`src/rtl/instruction_decoder_pkg.sv`:
```
// Shared definitions for the instruction decoder slice: FSM state codes,
// instruction-type encoding, MIPS opcode constants, the supported-opcode
// list used by the optional illegal-opcode trap (DECODER_ILLEGAL_TRAP_EN),
// and the decoded-field bundle.
package decoder_pkg;

    // FSM state encoding
    typedef logic [2:0] state_t;
    localparam state_t ST_IDLE      = 3'd0;
    localparam state_t ST_FETCH     = 3'd1;
    localparam state_t ST_WAIT_ACK  = 3'd2;
    localparam state_t ST_WAIT_DATA = 3'd3;
    localparam state_t ST_HOLD      = 3'd4;

    // instrType encoding
    localparam logic [1:0] ITYPE_R = 2'd0;
    localparam logic [1:0] ITYPE_I = 2'd1;
    localparam logic [1:0] ITYPE_J = 2'd2;

    // MIPS opcode constants
    localparam logic [5:0] OP_RTYPE = 6'h00;
    localparam logic [5:0] OP_J     = 6'h02;
    localparam logic [5:0] OP_JAL   = 6'h03;
    localparam logic [5:0] OP_BEQ   = 6'h04;
    localparam logic [5:0] OP_BNE   = 6'h05;
    localparam logic [5:0] OP_BLEZ  = 6'h06;
    localparam logic [5:0] OP_BGTZ  = 6'h07;
    localparam logic [5:0] OP_ADDI  = 6'h08;
    localparam logic [5:0] OP_ADDIU = 6'h09;
    localparam logic [5:0] OP_SLTI  = 6'h0A;
    localparam logic [5:0] OP_SLTIU = 6'h0B;
    localparam logic [5:0] OP_ANDI  = 6'h0C;
    localparam logic [5:0] OP_ORI   = 6'h0D;
    localparam logic [5:0] OP_XORI  = 6'h0E;
    localparam logic [5:0] OP_LUI   = 6'h0F;
    localparam logic [5:0] OP_LB    = 6'h20;
    localparam logic [5:0] OP_LH    = 6'h21;
    localparam logic [5:0] OP_LW    = 6'h23;
    localparam logic [5:0] OP_LBU   = 6'h24;
    localparam logic [5:0] OP_LHU   = 6'h25;
    localparam logic [5:0] OP_SB    = 6'h28;
    localparam logic [5:0] OP_SH    = 6'h29;
    localparam logic [5:0] OP_SW    = 6'h2B;

    // Opcodes the execute stage implements
    localparam int NUM_SUPPORTED_OPS = 23;
    localparam logic [5:0] SUPPORTED_OPS [NUM_SUPPORTED_OPS] = '{
        OP_RTYPE, OP_J, OP_JAL, OP_BEQ, OP_BNE, OP_BLEZ, OP_BGTZ,
        OP_ADDI, OP_ADDIU, OP_SLTI, OP_SLTIU, OP_ANDI, OP_ORI, OP_XORI,
        OP_LUI, OP_LB, OP_LH, OP_LW, OP_LBU, OP_LHU, OP_SB, OP_SH, OP_SW
    };

    // Decoded instruction bundle
    typedef struct packed {
        logic [5:0]  op;
        logic [4:0]  rs;
        logic [4:0]  rt;
        logic [4:0]  rd;
        logic [4:0]  shamt;
        logic [5:0]  funct;
        logic [31:0] imm;
        logic [25:0] target;
        logic [1:0]  itype;
    } fields_t;

    // Membership test against the supported-opcode list
    function automatic logic is_supported_op(input logic [5:0] op);
        logic hit;
        hit = 1'b0;
        for (int i = 0; i < NUM_SUPPORTED_OPS; i++) begin
            if (SUPPORTED_OPS[i] == op) begin
                hit = 1'b1;
            end else begin
                hit = hit;
            end
        end
        return hit;
    endfunction

endpackage

```
`src/rtl/instruction_decoder_if.sv`:
```
// Fetch/decode bus of the instruction decoder: request/response signals to
// the opcode buffer, redirect from execute, and the decoded bundle with its
// valid/ready handshake. master = decoder side, slave = environment side.
interface instruction_decoder_if #(
    parameter int ADDRESS_WIDTH = 32,
    parameter int WORD_WIDTH    = 32
);
    logic                     startLoading;
    logic [ADDRESS_WIDTH-1:0] ip;
    logic                     bufBusy;
    logic [WORD_WIDTH-1:0]    bufOpcode;
    logic                     redirect;
    logic [ADDRESS_WIDTH-1:0] redirectIp;
    logic                     decValid;
    logic                     decReady;
    logic [ADDRESS_WIDTH-1:0] instrIp;
    logic [5:0]               op;
    logic [4:0]               rs;
    logic [4:0]               rt;
    logic [4:0]               rd;
    logic [4:0]               shamt;
    logic [5:0]               funct;
    logic [31:0]              imm;
    logic [25:0]              target;
    logic [1:0]               instrType;
    logic                     illegal;

    modport master (
        output startLoading, ip, decValid, instrIp, op, rs, rt, rd, shamt,
               funct, imm, target, instrType, illegal,
        input  bufBusy, bufOpcode, redirect, redirectIp, decReady
    );

    modport slave (
        input  startLoading, ip, decValid, instrIp, op, rs, rt, rd, shamt,
               funct, imm, target, instrType, illegal,
        output bufBusy, bufOpcode, redirect, redirectIp, decReady
    );
endinterface

```
`src/rtl/instruction_decoder_fields.sv`:
```
// Combinational MIPS field extraction, imm16 sign extension and
// instruction-type classification of one 32-bit instruction word.
module instruction_fields
    import decoder_pkg::*;
(
    input  logic [31:0] word,
    output fields_t     fields
);

    fields_t fields_s;

    // Slice the word into its fields and classify R/I/J by opcode
    always_comb begin
        fields_s        = '0;
        fields_s.op     = word[31:26];
        fields_s.rs     = word[25:21];
        fields_s.rt     = word[20:16];
        fields_s.rd     = word[15:11];
        fields_s.shamt  = word[10:6];
        fields_s.funct  = word[5:0];
        fields_s.target = word[25:0];
        fields_s.imm    = {{16{word[15]}}, word[15:0]};
        if (word[31:26] == OP_RTYPE) begin
            fields_s.itype = ITYPE_R;
        end else if ((word[31:26] == OP_J) || (word[31:26] == OP_JAL)) begin
            fields_s.itype = ITYPE_J;
        end else begin
            fields_s.itype = ITYPE_I;
        end
    end

    assign fields = fields_s;

endmodule

```
`src/rtl/instruction_decoder.sv`:
```
// Instruction decoder: drives single-cycle fetch requests to the opcode
// buffer, waits for the busy pulse to complete, registers the decoded word
// and holds it until execute accepts it. Redirects reload the PC; a redirect
// that lands while a fetch is outstanding squashes the returning word.
// Optional feature macro: DECODER_ILLEGAL_TRAP_EN (flags unsupported opcodes).
module instruction_decoder
    import decoder_pkg::*;
#(
    parameter int                       ADDRESS_WIDTH = 32,
    parameter int                       WORD_WIDTH    = 32,
    parameter logic [ADDRESS_WIDTH-1:0] RESET_VECTOR  = {ADDRESS_WIDTH{1'b0}}
) (
    input logic                   clk,
    input logic                   reset,
    instruction_decoder_if.master bus
);

    localparam logic [ADDRESS_WIDTH-1:0] IP_STEP = {{(ADDRESS_WIDTH-3){1'b0}}, 3'b100};

    state_t                   state_r;
    state_t                   state_s;
    logic [ADDRESS_WIDTH-1:0] ip_r;
    logic [ADDRESS_WIDTH-1:0] ip_s;
    logic                     start_r;
    logic                     start_s;
    logic                     dec_valid_r;
    logic                     dec_valid_s;
    logic                     squash_r;
    logic                     squash_s;
    logic                     latch_s;
    logic [ADDRESS_WIDTH-1:0] instr_ip_r;
    fields_t                  fields_r;
    fields_t                  dec_fields_s;

    instruction_fields u_fields (
        .word   (bus.bufOpcode[31:0]),
        .fields (dec_fields_s)
    );

    // Next-state, PC, squash and valid computation
    always_comb begin
        state_s     = state_r;
        ip_s        = ip_r;
        dec_valid_s = dec_valid_r;
        squash_s    = squash_r;
        latch_s     = 1'b0;
        case (state_r)
            ST_IDLE: begin
                state_s = ST_FETCH;
                if (bus.redirect) begin
                    ip_s = bus.redirectIp;
                end else begin
                    ip_s = ip_r;
                end
            end
            ST_FETCH: begin
                if (bus.redirect) begin
                    ip_s        = bus.redirectIp;
                    dec_valid_s = 1'b0;
                    state_s     = ST_FETCH;
                end else begin
                    state_s = ST_WAIT_ACK;
                end
            end
            ST_WAIT_ACK: begin
                if (bus.redirect) begin
                    ip_s     = bus.redirectIp;
                    squash_s = 1'b1;
                end else begin
                    squash_s = squash_r;
                end
                if (bus.bufBusy) begin
                    state_s = ST_WAIT_DATA;
                end else begin
                    state_s = ST_WAIT_ACK;
                end
            end
            ST_WAIT_DATA: begin
                if (bus.redirect) begin
                    ip_s = bus.redirectIp;
                end else begin
                    ip_s = ip_r;
                end
                if (bus.bufBusy) begin
                    // still loading; a redirect now marks the word stale
                    squash_s = squash_r | bus.redirect;
                end else if (squash_r || bus.redirect) begin
                    // stale word: drop it and refetch from the new PC
                    squash_s = 1'b0;
                    state_s  = ST_FETCH;
                end else begin
                    latch_s     = 1'b1;
                    dec_valid_s = 1'b1;
                    state_s     = ST_HOLD;
                end
            end
            ST_HOLD: begin
                // a redirect wins over +4 even when the bundle is accepted
                if (bus.redirect) begin
                    ip_s        = bus.redirectIp;
                    dec_valid_s = 1'b0;
                    state_s     = ST_FETCH;
                end else if (bus.decReady) begin
                    ip_s        = ip_r + IP_STEP;
                    dec_valid_s = 1'b0;
                    state_s     = ST_FETCH;
                end else begin
                    state_s = ST_HOLD;
                end
            end
            default: begin
                state_s     = ST_IDLE;
                dec_valid_s = 1'b0;
                squash_s    = 1'b0;
            end
        endcase
        start_s = (state_s == ST_FETCH);
    end

    // Control state registers with synchronous reset
    always_ff @(posedge clk) begin
        if (reset) begin
            state_r     <= ST_IDLE;
            ip_r        <= RESET_VECTOR;
            start_r     <= 1'b0;
            dec_valid_r <= 1'b0;
            squash_r    <= 1'b0;
        end else begin
            state_r     <= state_s;
            ip_r        <= ip_s;
            start_r     <= start_s;
            dec_valid_r <= dec_valid_s;
            squash_r    <= squash_s;
        end
    end

    // Decoded-bundle output register, loaded only when a word is accepted
    always_ff @(posedge clk) begin
        if (reset) begin
            fields_r   <= '0;
            instr_ip_r <= {ADDRESS_WIDTH{1'b0}};
        end else if (latch_s) begin
            fields_r   <= dec_fields_s;
            instr_ip_r <= ip_r;
        end else begin
            fields_r   <= fields_r;
            instr_ip_r <= instr_ip_r;
        end
    end

`ifdef DECODER_ILLEGAL_TRAP_EN
    logic illegal_r;

    // Illegal-opcode flag registered alongside the decoded fields
    always_ff @(posedge clk) begin
        if (reset) begin
            illegal_r <= 1'b0;
        end else if (latch_s) begin
            illegal_r <= ~is_supported_op(dec_fields_s.op);
        end else begin
            illegal_r <= illegal_r;
        end
    end

    assign bus.illegal = illegal_r;
`else
    assign bus.illegal = 1'b0;
`endif

    assign bus.startLoading = start_r;
    assign bus.ip           = ip_r;
    assign bus.decValid     = dec_valid_r;
    assign bus.instrIp      = instr_ip_r;
    assign bus.op           = fields_r.op;
    assign bus.rs           = fields_r.rs;
    assign bus.rt           = fields_r.rt;
    assign bus.rd           = fields_r.rd;
    assign bus.shamt        = fields_r.shamt;
    assign bus.funct        = fields_r.funct;
    assign bus.imm          = fields_r.imm;
    assign bus.target       = fields_r.target;
    assign bus.instrType    = fields_r.itype;

endmodule

```
`src/flat_wrapper.sv`:
```
// flat-port wrapper written by rule: the top's interface ports become plain ports
module instruction_decoder_flat import decoder_pkg::*;
#(
    parameter int                       ADDRESS_WIDTH = 32,
    parameter int                       WORD_WIDTH    = 32,
    parameter logic [ADDRESS_WIDTH-1:0] RESET_VECTOR  = {ADDRESS_WIDTH{1'b0}}
)
  (clk, reset, bus_startLoading, bus_ip, bus_decValid, bus_instrIp, bus_op, bus_rs, bus_rt, bus_rd, bus_shamt, bus_funct, bus_imm, bus_target, bus_instrType, bus_illegal, bus_bufBusy, bus_bufOpcode, bus_redirect, bus_redirectIp, bus_decReady);
  instruction_decoder_if #(.ADDRESS_WIDTH(ADDRESS_WIDTH), .WORD_WIDTH(WORD_WIDTH)) bus_i ();
  input logic clk;
  input logic reset;
  output wire logic [$bits(bus_i.startLoading)-1:0] bus_startLoading;
  output wire logic [$bits(bus_i.ip)-1:0] bus_ip;
  output wire logic [$bits(bus_i.decValid)-1:0] bus_decValid;
  output wire logic [$bits(bus_i.instrIp)-1:0] bus_instrIp;
  output wire logic [$bits(bus_i.op)-1:0] bus_op;
  output wire logic [$bits(bus_i.rs)-1:0] bus_rs;
  output wire logic [$bits(bus_i.rt)-1:0] bus_rt;
  output wire logic [$bits(bus_i.rd)-1:0] bus_rd;
  output wire logic [$bits(bus_i.shamt)-1:0] bus_shamt;
  output wire logic [$bits(bus_i.funct)-1:0] bus_funct;
  output wire logic [$bits(bus_i.imm)-1:0] bus_imm;
  output wire logic [$bits(bus_i.target)-1:0] bus_target;
  output wire logic [$bits(bus_i.instrType)-1:0] bus_instrType;
  output wire logic [$bits(bus_i.illegal)-1:0] bus_illegal;
  input wire logic [$bits(bus_i.bufBusy)-1:0] bus_bufBusy;
  input wire logic [$bits(bus_i.bufOpcode)-1:0] bus_bufOpcode;
  input wire logic [$bits(bus_i.redirect)-1:0] bus_redirect;
  input wire logic [$bits(bus_i.redirectIp)-1:0] bus_redirectIp;
  input wire logic [$bits(bus_i.decReady)-1:0] bus_decReady;
  assign bus_startLoading = bus_i.startLoading;
  assign bus_ip = bus_i.ip;
  assign bus_decValid = bus_i.decValid;
  assign bus_instrIp = bus_i.instrIp;
  assign bus_op = bus_i.op;
  assign bus_rs = bus_i.rs;
  assign bus_rt = bus_i.rt;
  assign bus_rd = bus_i.rd;
  assign bus_shamt = bus_i.shamt;
  assign bus_funct = bus_i.funct;
  assign bus_imm = bus_i.imm;
  assign bus_target = bus_i.target;
  assign bus_instrType = bus_i.instrType;
  assign bus_illegal = bus_i.illegal;
  assign bus_i.bufBusy = bus_bufBusy;
  assign bus_i.bufOpcode = bus_bufOpcode;
  assign bus_i.redirect = bus_redirect;
  assign bus_i.redirectIp = bus_redirectIp;
  assign bus_i.decReady = bus_decReady;
  instruction_decoder #(.ADDRESS_WIDTH(ADDRESS_WIDTH), .WORD_WIDTH(WORD_WIDTH), .RESET_VECTOR(RESET_VECTOR)) u_core (.clk(clk), .reset(reset), .bus(bus_i));
endmodule
```
`config.mk`:
```
export PLATFORM = sky130hd
export DESIGN_NAME = instruction_decoder_flat
export DESIGN_NICKNAME = d
export VERILOG_FILES = /design/src/rtl/instruction_decoder_pkg.sv /design/src/rtl/instruction_decoder_if.sv /design/src/rtl/instruction_decoder_fields.sv /design/src/rtl/instruction_decoder.sv /design/src/flat_wrapper.sv
export SDC_FILE = /design/constraint.sdc
export NUM_CORES = 1
export LEC_CHECK = 0
export ABC_AREA = 1
export CORE_AREA = 5 5 154 156
export DETAILED_ROUTE_END_ITERATION = 12
export DIE_AREA = 0 0 159 161
export MAX_ROUTING_LAYER = met4
export PLACE_DENSITY_LB_ADDON = 0.25
export SYNTH_ARGS = -nofsm -noshare
export SYNTH_HDL_FRONTEND = slang
export SYNTH_HIERARCHICAL = 1
export SYNTH_SLANG_ARGS = --single-unit
```
`constraint.sdc`:
```
create_clock -name clk -period 3.6 [get_ports clk]
set_clock_uncertainty 0.2 [all_clocks]
set_input_delay 0.72 -clock clk [delete_from_list [all_inputs] [get_ports clk]]
set_output_delay 0.72 -clock clk [all_outputs]
set_load 0.01 [all_outputs]
```
==> summary.txt, run 1 <==
Critical path
  – Crit-path cells: clkdlybuf4s50_1 -> inv_2 -> nand2_1 -> nor2_4 -> buf_4 -> nor2_1 -> nor2_1 -> nand2_1 -> a21oi_1
  – Crit path kind: input port to flip-flop
  – Worst-path fanout max: 27
  – Critical path's largest stage delay: 0.51 ns
  – Worst EP required: 3.75 ns
  – CP startpoint kind: input port
  – CP top delay family: buffers and inverters
  – CP arrival: 2.68 ns
  – Nature of the critical path endpoint: flip-flop
  – Critical path's slowest cell: nor2_4
  – Buf+Inv Stages, Crit Path: 3

Yosys
  – FF+latch count, synth: 162
  – Post-synth EDFFs: 0
  – Area contributors post-synth: dfxtp_1, nor2_1, o21ai_0
  – Sequential area share after synthesis: 42.9%
  – Avg Cell Area, Syn: 6.99 um^2
  – Yosys warns: 6
  – Dominant synthesized flop cell: dfxtp_1
  – Synthesized net count: 1152
  – Synth Instances: 1082
  – Post-synth ARST share: 0%
  – Post-synth top cells: nor2_1, dfxtp_1, nand2_1, o21ai_0, buf_4
  – Leading area contributor after synthesis: dfxtp_1
  – Most numerous cell in the Yosys netlist: nor2_1
  – Synth top area share: 42.9%
  – Mapped Area: 7560 um^2
  – Synth cell types: 31

Die
  – Row cnt: 55
  – Die ar.: 25600 um^2
  – Die H: 161 um
  – Top Ports: 228
  – Initial core utilization: 34.0%
  – Die width: 159 um
  – Core area: 22200 um^2

CTS
  – Hold buffer count at CTS: 0
  – Sink Count: 162
  – Num CTS Buffers: 17
  – Root Buffer: clkbuf_16
  – # resized after CTS: 0
  – Postcts setup bufs: 0
  – CTS Buffer Depth: 2
  – CTS tree: done
  – Clock latency on the worst-skew pair: 0.42 ns
  – Reg clk slew, reported paths: 0.07 ns
  – H-tree Lvls: 4

GRT
  – Maximum number of pins on one net before global-route repair: 130
  – Initial antenna violation count: 0
  – Number of global-route vias before repair: 6471
  – Congestion Overflow GR: 0
  – Gr usage total: 17.7%
  – Global-route wire length before repair: 35.8 mm

Final layout
  – ANT cells: 0
  – Final nets: 1258
  – Fin area: 9930 um^2
  – Area grow syn2layout: 31.2%
  – Finished Layout Cells: 1486
  – Layout cells sized above 1: 4.91%
  – Post-layout util: 44.7%

Power
  – Power Density: 421 nW/um^2
  – Comb pwr share: 10.1%
  – Flop pwr share: 45.3%
  – NetSw: 1.12 mW
  – Leakage dissipation: 3.46 nW
  – Sw frac: 26.9%
  – IR drop worst, VDD: 0.250 mV
  – Power share of the clock group: 44.7%
  – Power, Total: 4.18 mW
  – Internal: 3.06 mW

Timing
  – Setup violations, final: 0
  – Max Fclk: 0.396 GHz
  – RSZ-0062 raised after global routing: no
  – Setup TNS: 0 ns
  – Final Hold Viols: 0
  – Slew of the pin with the lowest slew margin: 0.743 ns
  – Slew margin rel.: 50.3%
  – Period Utilization, post-route: 70.2%
  – Hold Slack: 0.261 ns
  – Final min period: 2.53 ns
  – Worst Slack Setup Final: 1.07 ns
  – Max-slew violation count: 0

Place
  – Placed insts: 1454
  – GPL Wtd Cong: 0.903
  – Worst slack, placed: 0.647 ns
  – Placed Instance Area: 9310 um^2
  – Hpwl dp: 16.1 mm
  – IO Port Bufs: 226

Outcome
  – Outcome: completed

Job
  – Max Cap Violations: 0

Drt
  – DR WL/cell: 15.3 um
  – Via/cell ratio: 4.74
  – DR vias: 7045
  – DRC Markers: 0
  – DRT Wirelength: 22.8 mm
  – ANT nets after route: 0
  – Pre-Repair DR Iteration Count: 5
  – 1st-iter DRT viols: 513

Worst hold path
  – Worst hold path class: flip-flop to flip-flop
## power groups by stage
stage / sequential (mW) / clock, mW / combinational (mW)
detailed placement: 1.94 / 0 / 0.424
finish: 1.89 / 1.87 / 0.420
floorplan: 1.94 / 0 / 0.244
CTS: 1.89 / 1.92 / 0.426
global placement: 1.94 / 0 / 0.422
global route: 1.90 / 2.00 / 0.464
## state kept, by name (all words and copies together), names as in the netlist
register	flops
u_core/bus.instrIp	32
u_core/bus.rt	5
u_core/bus.op	6
u_core/bus.shamt	5
u_core/bus.startLoading	1
u_core/bus.rs	5
u_core/bus.target	26
u_core/squash_r	1
u_core/bus.instrType	2
u_core/bus.funct	6
u_core/bus.rd	5
u_core/bus.ip	32
u_core/bus.decValid	1
u_core/bus.imm	32
u_core/state_r	3
## tightest hold or removal path, cell delays in order (launching register included)
cell and delay [ns]:
dfxtp_1 0.30, inv_1 0.06, a21oi_1 0.06
## path summary, 6_finish.rpt
check	startpoint	end	slack (ns)	depth (start not counted)
worst min-delay path	u_core/squash_r	u_core/squash_r	0.26	2
worst max-delay path	bus_redirect	u_core/bus.ip[16]	1.07	9
worst min register to register	u_core/squash_r	u_core/squash_r	0.26	2
worst max register to register	u_core/bus.ip[3]	u_core/bus.ip[28]	1.57	10
## cell type report
class	instances	area [um^2]
clock inverter	15	193
inverter	42	160
sequential	162	3240
tap	285	357
multi-input combinational	730	3170
fill	2287	12300
timing repair buffer	235	2380
clock buffer	17	425
## per-layer routing
layer  part of all wire, %  wire length (um)  vias up  GRT usage (%)
met5                     0                 0        -              -
met4                   1.9               427        0           5.16
met3                   5.1              1170       27           3.52
met2                    46             10600      247           28.2
li1                      -                 -     3589              -
met1                    47             10600     3182           22.8
## cell families (layout without fill, tap and decap cells)
family / count (synthesis) / in the layout / share of synthesized area, %
buf+inv: 190 / 309 / 15.4
simple gates: 518 / 518 / 27.2
flops: 162 / 162 / 42.9
fa+ha+maj: 1 / 1 / 0.165
xor+xnor: 1 / 1 / 0.116
compound gates: 209 / 209 / 14.2
other cells: 1 / 1 / 0.0496
## cells in the final DEF (no fill, tap or decap), types with 3 or more instances in the layout
master | Yosys | final
o21ai_1 | 3 | 3
a211oi_1 | 3 | 3
clkinv_8 | 0 | 4
inv_8 | 0 | 5
clkbuf_16 | 0 | 17
inv_1 | 36 | 35
dfxtp_1 | 162 | 162
nor2_1 | 305 | 305
clkdlybuf4s50_1 | 0 | 226
inv_2 | 5 | 6
o21ai_0 | 144 | 144
o211ai_1 | 4 | 4
nand3_1 | 37 | 37
nand2_1 | 150 | 150
or2_2 | 3 | 3
buf_12 | 0 | 4
nand4_1 | 9 | 9
nor2_2 | 6 | 5
a21oi_1 | 52 | 52
buf_4 | 94 | 5
Power figures use the tool's default switching activity.
==> run 2: changes to the inputs <==
==> constraint.sdc (replaced) <==
create_clock -name clk -period 2.4 [get_ports clk]
set_clock_uncertainty 0.2 [all_clocks]
set_input_delay 0.48 -clock clk [delete_from_list [all_inputs] [get_ports clk]]
set_output_delay 0.48 -clock clk [all_outputs]
set_load 0.01 [all_outputs]
==> run 2 against run 1 <==
Net effect: clock power up 45%; core utilization up 0.37 points; non-clock buffer count up 10; global-route usage up 0.051 points; sequential share of layout area down 0.27 points; via count about the same; routed wire length up 0.59%; count of clock-buffer cells in the layout unchanged; cell area up 0.83%.
==> summary.txt, run 2 (synthesis results as in run 1) <==
Outcome
  – Outcome: completed

Drt
  – DR WL/cell: 15.3 um (about the same)
  – DR vias: 7049 (+0.057%)
  – DRT Wirelength: 22.9 mm (+0.59%)
  – Pre-Repair DR Iteration Count: 5 (unchanged)
  – 1st-iter DRT viols: 536 (+4.5%)
  – Via/cell ratio: 4.71 (-0.61%)
  – ANT nets after route: 0 (unchanged)
  – DRC Markers: 0 (unchanged)

Place
  – GPL Wtd Cong: 0.937 (+3.8%)
  – Placed Instance Area: 9420 um^2 (+1.2%)
  – Worst slack, placed: 0.151 ns (-0.496 ns)
  – Hpwl dp: 16.7 mm (+3.5%)
  – IO Port Bufs: 226 (unchanged)

Final layout
  – Layout cells sized above 1: 5.70% (+0.79 points)
  – ANT cells: 0 (unchanged)
  – Fin area: 10000 um^2 (+0.83%)
  – Filler cells: 2275 (-0.52%)
  – Area grow syn2layout: 32.3%
  – Most frequent cells in the layout: nor2_1, clkdlybuf4s50_1, dfxtp_1, nand2_1, o21ai_0
  – Final nets: 1268 (+0.79%)
  – Commonest non-fill, non-tap cell in the layout: nor2_1

Die
  – Initial core utilization: 34.0% (unchanged)
  – Top Ports: 228 (unchanged)
  – Core area: 22200 um^2 (unchanged)
  – Die ar.: 25600 um^2 (unchanged)
  – Die H: 161 um (unchanged)
  – Die width: 159 um (unchanged)
  – Row cnt: 55 (unchanged)

Critical path
  – R2R cell count: 10 (unchanged)
  – Nature of the critical path endpoint: primary output
  – Critical path's largest stage delay: 0.64 ns (+0.13 ns)
  – Worst Setup SP: u_core/bus.ip[11]
  – CP startpoint kind: flip-flop
  – Reg-to-reg startpoint: u_core/bus.ip[3]
  – Worst EP required: 1.72 ns (-2.03 ns)
  – Crit-path cells: clkdlybuf4s50_1
  – Worst-path fanout max: 8 (-70%)
  – Reg2reg end: u_core/bus.ip[16]
  – Critical path's slowest cell: clkdlybuf4s50_1
  – Crit path kind: flip-flop to primary output
  – CP arrival: 1.60 ns (-1.08 ns)
  – Buf+Inv Stages, Crit Path: 1 (-2)
  – Setup slack, reg-to-reg: 0.29 ns (-1.28 ns)
  – CP top delay family: buffers and inverters

CTS
  – H-tree Lvls: 4 (unchanged)
  – Reg clk slew, reported paths: 0.07 ns (about the same)
  – Hold buffer count at CTS: 0 (unchanged)
  – Postcts setup bufs: 0 (unchanged)
  – Num CTS Buffers: 17 (unchanged)
  – Clock latency on the worst-skew pair: 0.43 ns (about the same)
  – # resized after CTS: 0 (unchanged)
  – CTS Buffer Depth: 2 (unchanged)
  – CTS tree: done
  – Sink Count: 162 (unchanged)
  – Root Buffer: clkbuf_16

GRT
  – Number of global-route vias before repair: 6518 (+0.73%)
  – Maximum number of pins on one net before global-route repair: 93 (-28%)
  – Congestion Overflow GR: 0 (unchanged)
  – Gr usage total: 17.7% (+0.051 points)
  – Global-route wire length before repair: 36.0 mm (+0.54%)
  – Initial antenna violation count: 0 (unchanged)

Worst hold path
  – Worst Hold End: u_core/squash_r
  – HP Start: u_core/squash_r
  – Worst hold path class: flip-flop to flip-flop
  – Worst hold stages: 2 (unchanged)

Power
  – Internal: 4.48 mW (+47%)
  – Sw frac: 27.5% (+0.65 points)
  – IR drop worst, VDD: 0.314 mV (+26%)
  – Flop pwr share: 45.9% (+0.6 points)
  – Comb pwr share: 10.3% (+0.2 points)
  – Power Density: 618 nW/um^2 (+47%)
  – Leakage dissipation: 3.50 nW (+1.3%)
  – Power, Total: 6.19 mW (+48%)
  – NetSw: 1.70 mW (+52%)
  – Power share of the clock group: 43.7% (-1.0 points)

Timing
  – Setup TNS: 0 ns (unchanged)
  – Hold Slack: 0.272 ns (+0.0110 ns)
  – Period Utilization, post-route: 95.0%
  – Max-slew violation count: 0 (unchanged)
  – Final min period: 2.28 ns
  – Setup violations, final: 0 (unchanged)
  – Final Hold Viols: 0 (unchanged)
  – Max Fclk: 0.438 GHz
  – RSZ-0062 raised after global routing: no
  – Worst Slack Setup Final: 0.119 ns (-0.954 ns)

Job
  – Max Cap Violations: 0 (unchanged)
==> run 2: how the worst max path moves through the flow <==
| stage | end | depth (start not counted) |
|---|---|---|
| floorplan | u_core/bus.ip[16] | 10 |
| global placement | u_core/bus.rt[2] | 9 |
| detailed placement | u_core/bus.target[16] | 9 |
| CTS | bus_ip[11] | 1 |
| global route | bus_ip[11] | 1 |
| finish | bus_ip[11] | 1 |
==> run 2: layout make-up <==
| type | count | area [um^2] | area share (%) |
|---|---|---|---|
| flip-flops and latches | 162 | 3240 | 32.4 |
| well taps | 285 | 357 | 3.56 |
| clock inverters | 15 | 163 | 1.63 |
| inverters | 42 | 160 | 1.60 |
| multi-input cells | 730 | 3170 | 31.7 |
| repair buffers | 245 | 2490 | 24.9 |
| clock buffers | 17 | 425 | 4.25 |
==> run 2: power by group through the flow <==
stage	registers (mW)	clock network, mW	logic (mW)
6_report	2.84	2.71	0.639
5_1_grt	2.85	2.89	0.704
4_1_cts	2.84	2.78	0.646
3_5_place_dp	2.90	0	0.643
3_3_place_gp	2.90	0	0.640
2_1_floorplan	2.91	0	0.367
==> run 2: per-stage QoR <==
step,instances,util (%)
3_5_place_dp,1464,42.4
3_3_place_gp,1464,42.4
5_1_grt,1496,45.0
2_1_floorplan,1082,-
6_report,1496,45.0
4_1_cts,1496,45.0
==> run 2: layer usage <==
metal | global-route usage, % | routed length (um)
met5 | - | 0
met4 | 5.82 | 499
met2 | 28.0 | 10600
met1 | 22.9 | 10600
met3 | 3.42 | 1250
